<file path="src/rtl/sin_acq_pkg.sv">
// Shared types and helpers for the sine-stimulus acquisition path.
package sin_acq_pkg;

  localparam int unsigned DefAdcW   = 12;
  localparam int unsigned DefAccW   = 18;
  localparam int unsigned DefSamples = 32;

  typedef enum logic [2:0] {
    StIdle,
    StConvst,
    StWait,
    StRead,
    StAcc
  } state_e;

  // Offset-binary sample of width w -> two's complement, sign-extended to 32 bits.
  function automatic logic signed [31:0] ob_to_signed(input logic [31:0] raw,
                                                      input int unsigned w);
    logic [31:0] v;
    int unsigned sh;
    v  = raw ^ (32'd1 << (w - 1));
    sh = 32 - w;
    return $signed(v << sh) >>> sh;
  endfunction

endpackage

</file>
<file path="src/rtl/adc_serial_rd.sv">
// Serial ADC readout: cs_n framing, divided sclk starting low, MSB-first shift on sclk rise.
module adc_serial_rd #(
  parameter int unsigned ADC_W    = 12,
  parameter int unsigned SCLK_DIV = 2
) (
  input  logic             clk_i,
  input  logic             rst_i,
  input  logic             start_i,
  input  logic             sdata_i,
  output logic             cs_n_o,
  output logic             sclk_o,
  output logic [ADC_W-1:0] data_o,
  output logic             done_o
);

  localparam int unsigned DivW  = (SCLK_DIV > 1) ? $clog2(SCLK_DIV) : 1;
  localparam int unsigned HalfW = $clog2(2 * ADC_W);

  logic             active_q;
  logic             sclk_q;
  logic [DivW-1:0]  div_q;
  logic [HalfW-1:0] half_q;
  logic [ADC_W-1:0] shift_q;
  logic             div_wrap;
  logic             last_half;

  always_comb begin
    div_wrap  = (div_q == DivW'(SCLK_DIV - 1));
    last_half = (half_q == HalfW'(2 * ADC_W - 1));
  end

  always_ff @(posedge clk_i) begin
    if (rst_i) begin
      active_q <= 1'b0;
      sclk_q   <= 1'b0;
      div_q    <= '0;
      half_q   <= '0;
      shift_q  <= '0;
    end else if (start_i && !active_q) begin
      active_q <= 1'b1;
      sclk_q   <= 1'b0;
      div_q    <= '0;
      half_q   <= '0;
    end else if (active_q) begin
      if (div_wrap) begin
        div_q  <= '0;
        sclk_q <= ~sclk_q;
        if (!sclk_q) begin
          shift_q <= {shift_q[ADC_W-2:0], sdata_i};
        end
        // The last toggle is the final falling edge; cs_n releases with it.
        if (last_half) begin
          active_q <= 1'b0;
        end else begin
          half_q <= half_q + 1'b1;
        end
      end else begin
        div_q <= div_q + 1'b1;
      end
    end
  end

  always_comb begin
    cs_n_o = ~active_q;
    sclk_o = sclk_q;
    data_o = shift_q;
    done_o = active_q && div_wrap && last_half;
  end

endmodule

</file>
<file path="src/rtl/sin_acq.sv">
// Acquisition FSM: one ADC conversion per start_conv edge, +/- accumulation per half-cycle,
// per-period result published on each new_period edge.
module sin_acq
  import sin_acq_pkg::*;
#(
  parameter int unsigned ADC_W      = DefAdcW,
  parameter int unsigned ACC_W      = DefAccW,
  parameter int unsigned SAMPLES    = DefSamples,
  parameter int unsigned CNT_W      = 6,
  parameter int unsigned CONV_PULSE = 4,
  parameter int unsigned CONV_WAIT  = 40,
  parameter int unsigned SCLK_DIV   = 2
) (
  input  logic             clk_i,
  input  logic             rst_i,
  input  logic             enable_i,
  input  logic             start_conv_i,
  input  logic             new_period_i,
  input  logic             halfcycle_i,
  output logic             adc_convst_o,
  output logic             adc_cs_n_o,
  output logic             adc_sclk_o,
  input  logic             adc_sdata_i,
  output logic [ACC_W-1:0] result_o,
  output logic             result_valid_o,
  output logic [CNT_W-1:0] result_cnt_o,
  output logic             frame_err_o,
  output logic             overrun_o,
  output logic             busy_o
);

  localparam int unsigned TmrMax = (CONV_WAIT > CONV_PULSE) ? CONV_WAIT : CONV_PULSE;
  localparam int unsigned TmrW   = $clog2(TmrMax + 1);

  state_e           state_q;
  logic [TmrW-1:0]  tmr_q;
  logic             start_d_q;
  logic             np_d_q;
  logic             pending_q;
  logic             hc_q;
  logic             convst_q;
  logic [ACC_W-1:0] acc_q;
  logic [CNT_W-1:0] cnt_q;
  logic [ACC_W-1:0] result_q;
  logic [CNT_W-1:0] result_cnt_q;
  logic             valid_q;
  logic             frame_err_q;
  logic             overrun_q;

  logic             trig;
  logic             pclose;
  logic             close;
  logic             rd_start;
  logic             rd_done;
  logic [ADC_W-1:0] rd_data;
  logic [ACC_W-1:0] samp;

  always_comb begin
    trig     = start_conv_i & ~start_d_q & enable_i;
    pclose   = new_period_i & ~np_d_q & enable_i;
    close    = (state_q == StIdle) && (pending_q || pclose);
    rd_start = (state_q == StWait) && (tmr_q == TmrW'(CONV_WAIT - 1));
    samp     = ACC_W'(ob_to_signed(32'(rd_data), ADC_W));
  end

  adc_serial_rd #(
    .ADC_W    (ADC_W),
    .SCLK_DIV (SCLK_DIV)
  ) u_rd (
    .clk_i   (clk_i),
    .rst_i   (rst_i),
    .start_i (rd_start),
    .sdata_i (adc_sdata_i),
    .cs_n_o  (adc_cs_n_o),
    .sclk_o  (adc_sclk_o),
    .data_o  (rd_data),
    .done_o  (rd_done)
  );

  always_ff @(posedge clk_i) begin
    if (rst_i) begin
      state_q      <= StIdle;
      tmr_q        <= '0;
      start_d_q    <= 1'b0;
      np_d_q       <= 1'b0;
      pending_q    <= 1'b0;
      hc_q         <= 1'b0;
      convst_q     <= 1'b0;
      acc_q        <= '0;
      cnt_q        <= '0;
      result_q     <= '0;
      result_cnt_q <= '0;
      valid_q      <= 1'b0;
      frame_err_q  <= 1'b0;
      overrun_q    <= 1'b0;
    end else begin
      start_d_q <= start_conv_i;
      np_d_q    <= new_period_i;
      valid_q   <= 1'b0;
      if (pclose) begin
        pending_q <= 1'b1;
      end
      if (trig && (state_q != StIdle)) begin
        overrun_q <= 1'b1;
      end
      unique case (state_q)
        StIdle: begin
          // Close before the trigger so a coincident sample lands in the new period.
          if (close) begin
            result_q     <= acc_q;
            result_cnt_q <= cnt_q;
            frame_err_q  <= (cnt_q != CNT_W'(SAMPLES));
            valid_q      <= 1'b1;
            acc_q        <= '0;
            cnt_q        <= '0;
            pending_q    <= 1'b0;
          end
          if (trig) begin
            hc_q     <= halfcycle_i;
            convst_q <= 1'b1;
            tmr_q    <= '0;
            state_q  <= StConvst;
          end
        end
        StConvst: begin
          if (tmr_q == TmrW'(CONV_PULSE - 1)) begin
            convst_q <= 1'b0;
            tmr_q    <= '0;
            state_q  <= StWait;
          end else begin
            tmr_q <= tmr_q + 1'b1;
          end
        end
        StWait: begin
          if (rd_start) begin
            tmr_q   <= '0;
            state_q <= StRead;
          end else begin
            tmr_q <= tmr_q + 1'b1;
          end
        end
        StRead: begin
          if (rd_done) begin
            state_q <= StAcc;
          end
        end
        StAcc: begin
          acc_q   <= hc_q ? (acc_q + samp) : (acc_q - samp);
          cnt_q   <= (&cnt_q) ? cnt_q : (cnt_q + 1'b1);
          state_q <= StIdle;
        end
        default: state_q <= StIdle;
      endcase
    end
  end

  always_comb begin
    adc_convst_o   = convst_q;
    result_o       = result_q;
    result_valid_o = valid_q;
    result_cnt_o   = result_cnt_q;
    frame_err_o    = frame_err_q;
    overrun_o      = overrun_q;
    busy_o         = (state_q != StIdle);
  end

endmodule

</file>
<file path="config.mk">
export PLATFORM = sky130hd
export DESIGN_NAME = sin_acq
export DESIGN_NICKNAME = d
export VERILOG_FILES = /design/src/rtl/sin_acq_pkg.sv /design/src/rtl/adc_serial_rd.sv /design/src/rtl/sin_acq.sv
export SDC_FILE = /design/constraint.sdc
export NUM_CORES = 1
export LEC_CHECK = 0
export BUFFER_PORTS_ARGS = -buffer_cell sky130_fd_sc_hd__buf_2
export CAP_MARGIN = 0
export CORE_MARGIN = 4
export CORE_UTILIZATION = 25
export CTS_BUF_LIST = sky130_fd_sc_hd__clkbuf_8
export DETAILED_ROUTE_END_ITERATION = 10
export GPL_TIMING_DRIVEN = 0
export PLACE_DENSITY = 0.46
export SLEW_MARGIN = 40
export SYNTH_ARGS = -nofsm -noshare
export SYNTH_HDL_FRONTEND = slang
export SYNTH_SLANG_ARGS = --single-unit
</file>
<file path="constraint.sdc">
create_clock -name clk_i -period 8.59 [get_ports clk_i]
set_input_delay 0 -clock clk_i [delete_from_list [all_inputs] [get_ports clk_i]]
set_output_delay 0 -clock clk_i [all_outputs]
set_load 0.02 [all_outputs]
</file>
# Yosys cells after proc, flatten, opt, wreduce, memory -nomap -nowiden
# Index checks and enable logic that the tools add are counted.
totals:
  regBits: 85
  inputBits: 7
  out_inout_bits: 31
  wordCells: 104
op_classes:
  addsub: 6
  n_eq_ne: 14
  muxes: 27
  bitwise_logic: 12
  n_reduce_logical: 26
op_table:
  columns: ["operator", "n"]
  rows:
  - ["18-bit 2-to-1 mux", 2]
  - ["18-bit case mux with 2 select lines", 1]
  - ["6-bit 2-to-1 mux", 5]
  - ["18-bit adder", 1]
  - ["6-bit case mux with 3 select lines", 1]
  - ["18-bit subtractor", 1]
  - ["6-bit by 1-bit adder with 6-bit output (second input constant)", 2]
  - ["3-bit 2-to-1 mux", 4]
  - ["3-bit case mux with 4 select lines", 1]
  - ["6-bit case mux with 2 select lines", 1]
  - ["1-bit 2-to-1 mux", 11]
  - ["2-bit != test (second input constant)", 5]
  - ["2-bit AND reduction", 5]
  - ["3-bit AND reduction", 3]
  - ["1-bit NOT", 8]
  - ["4-bit AND reduction", 2]
  - ["3-bit by 2-bit equality test with 1-bit output (second input constant)", 2]
  - ["6-bit by 2-bit equality test with 1-bit output (second input constant)", 1]
  - ["6-bit equality test (second input constant)", 1]
  - ["1-bit logical AND", 6]
  - ["6-bit != test (second input constant)", 1]
  - ["6-bit AND reduction", 1]
  - ["3-bit nonzero test", 2]
  - ["5-bit by 1-bit adder with 5-bit output (second input constant)", 1]
  - ["other kinds (12)", 17]

# Depth between registers and ports, before layout
logic_depth:
  word_depth: 7
  mapped_depth: 15
  mapped_depth_nobuf: 14

# By module
# Synthesis repeated with hierarchy kept, for this count alone.
hier_totals:
  cells_unflattened: 554
  area_unflattened_um2: 4444.3
by_module_without_submodules:
  columns: ["mod", "instances", "cells_each", "area_per_inst_um2", "seq_area_each_um2"]
  rows:
  - ["sin_acq", 1, 462, 3677.3, 1301.2]
  - ["adc_serial_rd", 1, 92, 767.0, 400.4]

# Worst setup path before layout
# No wires, ideal clock.
synth_path:
  path_type: "reg-to-reg"
  from: "register u_rd.shift_q[5] (netlist: u_rd.data_o[5])"
  to: "register acc_q[17]"
  setup_ns: 0.070
  t_arrival_ns: 2.814
  t_required_ns: 8.520
  slack_ns: 5.706
  path_stages_with_launch: 12
  n_path_buf: 0
  synth_period_minus_slack_ns: 2.884
  path_cell_list: "dfxtp_1 > or4_4 > nor3_4 > a21oi_1 > or2_2 > ha_1 > a21o_1 > a21o_1 > a211oi_1 > nand3_1 > a211oi_2 > o21bai_1"
synth_via:
  elab_chain_cells: 3
  elab_cells_between_ends: 4
  cone_classes: "2 x add/sub; 2 x mux"
synth_rtl:
  columns: ["item", "line_no", "rtl"]
  rows:
  - ["from (decl)", "adc_serial_rd.sv:23", "logic [ADC_W-1:0] shift_q;"]
  - ["from (signal assigned)", "adc_serial_rd.sv:49", "shift_q <= {shift_q[ADC_W-2:0], sdata_i};"]
  - ["18-bit subtractor / 18-bit adder (equally long branches)", "sin_acq.sv:148", "acc_q <= hc_q ? (acc_q + samp) : (acc_q - samp);"]
  - ["18-bit 2-to-1 mux *", "sin_acq.sv:148", null]
  - ["18-bit case mux with 2 select lines *", "sin_acq.sv:106", "unique case (state_q)"]
  - ["to (signal assigned)", "sin_acq.sv:148", null]
  - ["to (decl)", "sin_acq.sv:42", "logic [ACC_W-1:0] acc_q;"]
# Mark *: on every way between the ends. The rest lies on a longest branch, timed or not.
# A chain may end at the register's enable or synchronous reset.

# Final worst setup path
# Same ends and word-level chain as after synthesis.

==> results.json <==
{
  "nFillCells": 1885,
  "syn_area_um2": 4380,
  "cts.sinks": 85,
  "ioPinCount": 38,
  "syn-instance-count": 552,
  "reg2reg_from": "u_rd.data_o[5]",
  "first_pass_iters": 4,
  "end_kind": "register",
  "core_um2": 17240,
  "hold_slack_ns": 0.2195,
  "fin_crit_sh_pct": 37.52,
  "use_met1_pct": 15.37,
  "crit_type": "reg -> reg",
  "max_freq_ghz": 0.3103,
  "ys_types": 49,
  "layout_commonest_cell": "nand2_1",
  "ys_ff_latch": 85,
  "cp_cell_sequence": "or4_4 -> nor3_4 -> a21oi_1 -> or2_2 -> ha_1 -> a21oi_1 -> o21a_1 -> nor2_1 -> a211oi_1 -> nand3_1 -> a211oi_2 -> o21bai_1",
  "timing.rr.end": "acc_q[17]",
  "drv_slew": 0,
  "gp_congestion": 0.8256,
  "rsz0062_at_grt": "false",
  "critical-path-top-delay-family": "simple AND/OR/NAND/NOR gates",
  "cts_buffers": 9,
  "maxCapViolCount": 0,
  "hold_viol_final": 0,
  "root_buffer": "clkbuf_8",
  "cts_resized": 0,
  "startpoint_type": "register",
  "grtUsageMet3_pct": 3.175,
  "yosys-top-cells-area": "dfxtp_1 39%, nand2_1 8.5%, a21oi_1 7.7%, ha_1 6.3%, nor2_1 5.1%",
  "cp_slowest_cell": "or4_4",
  "viasPerCell": 4.610,
  "synth_seq_area_share_pct": 38.85,
  "worstPathArrival_ns": 3.52,
  "syn_to_final_growth_pct": 15.71,
  "n_antenna_cell": 0,
  "drc": 0,
  "grt_max_degree": 15,
  "synth_top_cell_by_area": "dfxtp_1",
  "postCtsSetupRepairBufs": 0,
  "tightestPinTransition_ns": 0.7216,
  "finalNetCount": 634,
  "crit_buf_inv": 0,
  "slew_headroom_pct": 51.57,
  "yosysWarnings": 0,
  "routedWlPerCell_um": 13.18,
  "min_to": "state_q[2]",
  "cts_buffer_depth": 2,
  "layout-drive-gt1-share_pct": 10.51,
  "slowest_delay_ns": 0.57,
  "finalWorstSetupSlack_ns": 5.367,
  "place_ws_ns": 5.411,
  "crit_fanout": 6,
  "met2_usage_pct": 18.80,
  "synth_edf_count": 0,
  "antenna_found_initial": 0,
  "clkLatencyLatePin_ns": 0.37,
  "die_w_um": 140.4,
  "cts.clk_slew.worst_paths_ns": 0.09,
  "start_util_pct": 25.41,
  "hold_path_startpoint": "rst_i",
  "grt.busiest_layer": "met2",
  "status": "complete, no violations",
  "async_flop_share_pct": 0,
  "finalSetupViolations": 0,
  "cts_tree": "built",
  "yosys.area.top_type_share_pct": 38.85,
  "power.leakage_nw": 2.074,
  "r2r_slack_ns": 5.37,
  "hold_depth": 3,
  "h-tree-depth": 3,
  "grt_pass1_wl_um": 18720,
  "holdCritPathClass": "in -> reg",
  "fin_skew_ns": 0.01079,
  "powerDensity_nw_per_um2": 139.1,
  "ctsHoldBuffers": 5,
  "rows": 48,
  "num_vias": 3845,
  "fin_crit_ns": 3.223,
  "hpwl_um": 8416,
  "cp_common_cell": "a21oi_1",
  "syn_nets": 582,
  "synth_flop_cell": "dfxtp_1",
  "grt_pass1_vias": 3773,
  "synth.avg_cell_area_um2": 7.936,
  "drt_iter0_drc": 211,
  "crit_required_ns": 8.89,
  "finalSetupTns_ns": 0,
  "dieArea_um2": 19700,
  "grt-ovfl-total": 0,
  "antenna_left": 0,
  "place.port_buffers": 36,
  "final_cell_mix": "99 x nand2_1, 85 x dfxtp_1, 67 x a21oi_1",
  "die_h_um": 140.4,
  "totalWireLength_um": 10990,
  "grt_usage_pct": 11.67,
  "ff2ff_path_depth": 12,
  "ir_worst_vdd_mv": 0.06075
}
## Yosys cell counts, types with 9 or more instances
cell type   n
nand2_1    99
dfxtp_1    85
a21oi_1    67
nor2_1     59
ha_1       22
xor2_1     21
clkbuf_1   19
inv_1      17
o21ai_0    17
a21o_1     13
nor3_1     13
xnor2_1    13
nand3_1     9
nand4_1     9
## layer usage
metal  vias to the layer above  routed length (µm)
met3                        13                 398
li1                       2025                   -
met5                         -                   0
met1                      1761                5472
met4                         0                 158
met2                        46                4966
## per-stage QoR
step / total power, mW / area (µm²) / util (%) / instances
detailed placement: 0.4513 / 4842 / 28.09 / 813
global placement: 0.4511 / 4842 / 28.09 / 813
CTS: 0.7216 / 5069 / 29.41 / 834
finish: 0.7048 / 5069 / 29.41 / 834
floorplan: 0.4368 / 4380 / - / 552
global route: 0.7441 / 5069 / 29.41 / 834
## report_power, final
| group | internal (mW) | switching (mW) | leakage [nW] |
|---|---|---|---|
| logic | 0.0134 | 0.0301 | 1.29 |
| clock network | 0.112 | 0.149 | 0.0938 |
| registers | 0.397 | 0.00285 | 0.686 |
| total | 0.523 | 0.182 | 2.07 |
## sequential cells by signal (all words and copies together) (netlist names), 3 cells and up
signal	flops
acc_q	18
result_o	18
u_rd.data_o	12
cnt_q	6
result_cnt_o	6
tmr_q	6
u_rd.half_q	5
state_q	3
## how the worst max path moves through the flow
stage,slack [ns],start,depth (start not counted),to
after floorplan,5.71,u_rd.data_o[5],11,acc_q[17]
after global placement,5.42,u_rd.data_o[5],12,acc_q[17]
after detailed placement,5.41,u_rd.data_o[5],12,acc_q[17]
after CTS,5.38,u_rd.data_o[5],12,acc_q[17]
after global routing,5.04,u_rd.data_o[0],15,acc_q[17]
final,5.37,u_rd.data_o[5],12,acc_q[17]
## final cells by class
cell class	count	area [µm²]	share of cell area [%]
buffer	21	78.83	1.555
tap	225	281.5	5.554
clock inverter	6	38.79	0.7652
timing repair buffer	41	230.2	4.542
multi-input combinational	429	2536	50.04
inverter	17	63.81	1.259
sequential	85	1702	33.57
clock buffer	10	137.6	2.715
## cell families (layout without fill, tap and decap cells)
group	Yosys count	in the layout	synth area share [%]
flip-flops	85	85	38.85
AND/OR/NAND/NOR	226	226	23.74
AO/OA/AOI/OAI	142	142	19.68
XOR/XNOR	34	34	6.798
multiplexers	4	4	0.9426
buffers and inverters	38	95	3.256
adder cells (fa/ha/maj)	23	23	6.741
## worst reg2reg max path, stage by stage, from the launching register on
cell and delay (ns):
dfxtp_1 0.37, or4_4 0.57, nor3_4 0.15, a21oi_1 0.12, or2_2 0.33, ha_1 0.36, a21oi_1 0.18, o21a_1 0.16
nor2_1 0.05, a211oi_1 0.31, nand3_1 0.18, a211oi_2 0.23, o21bai_1 0.13
(Power assumes the default switching activity.)
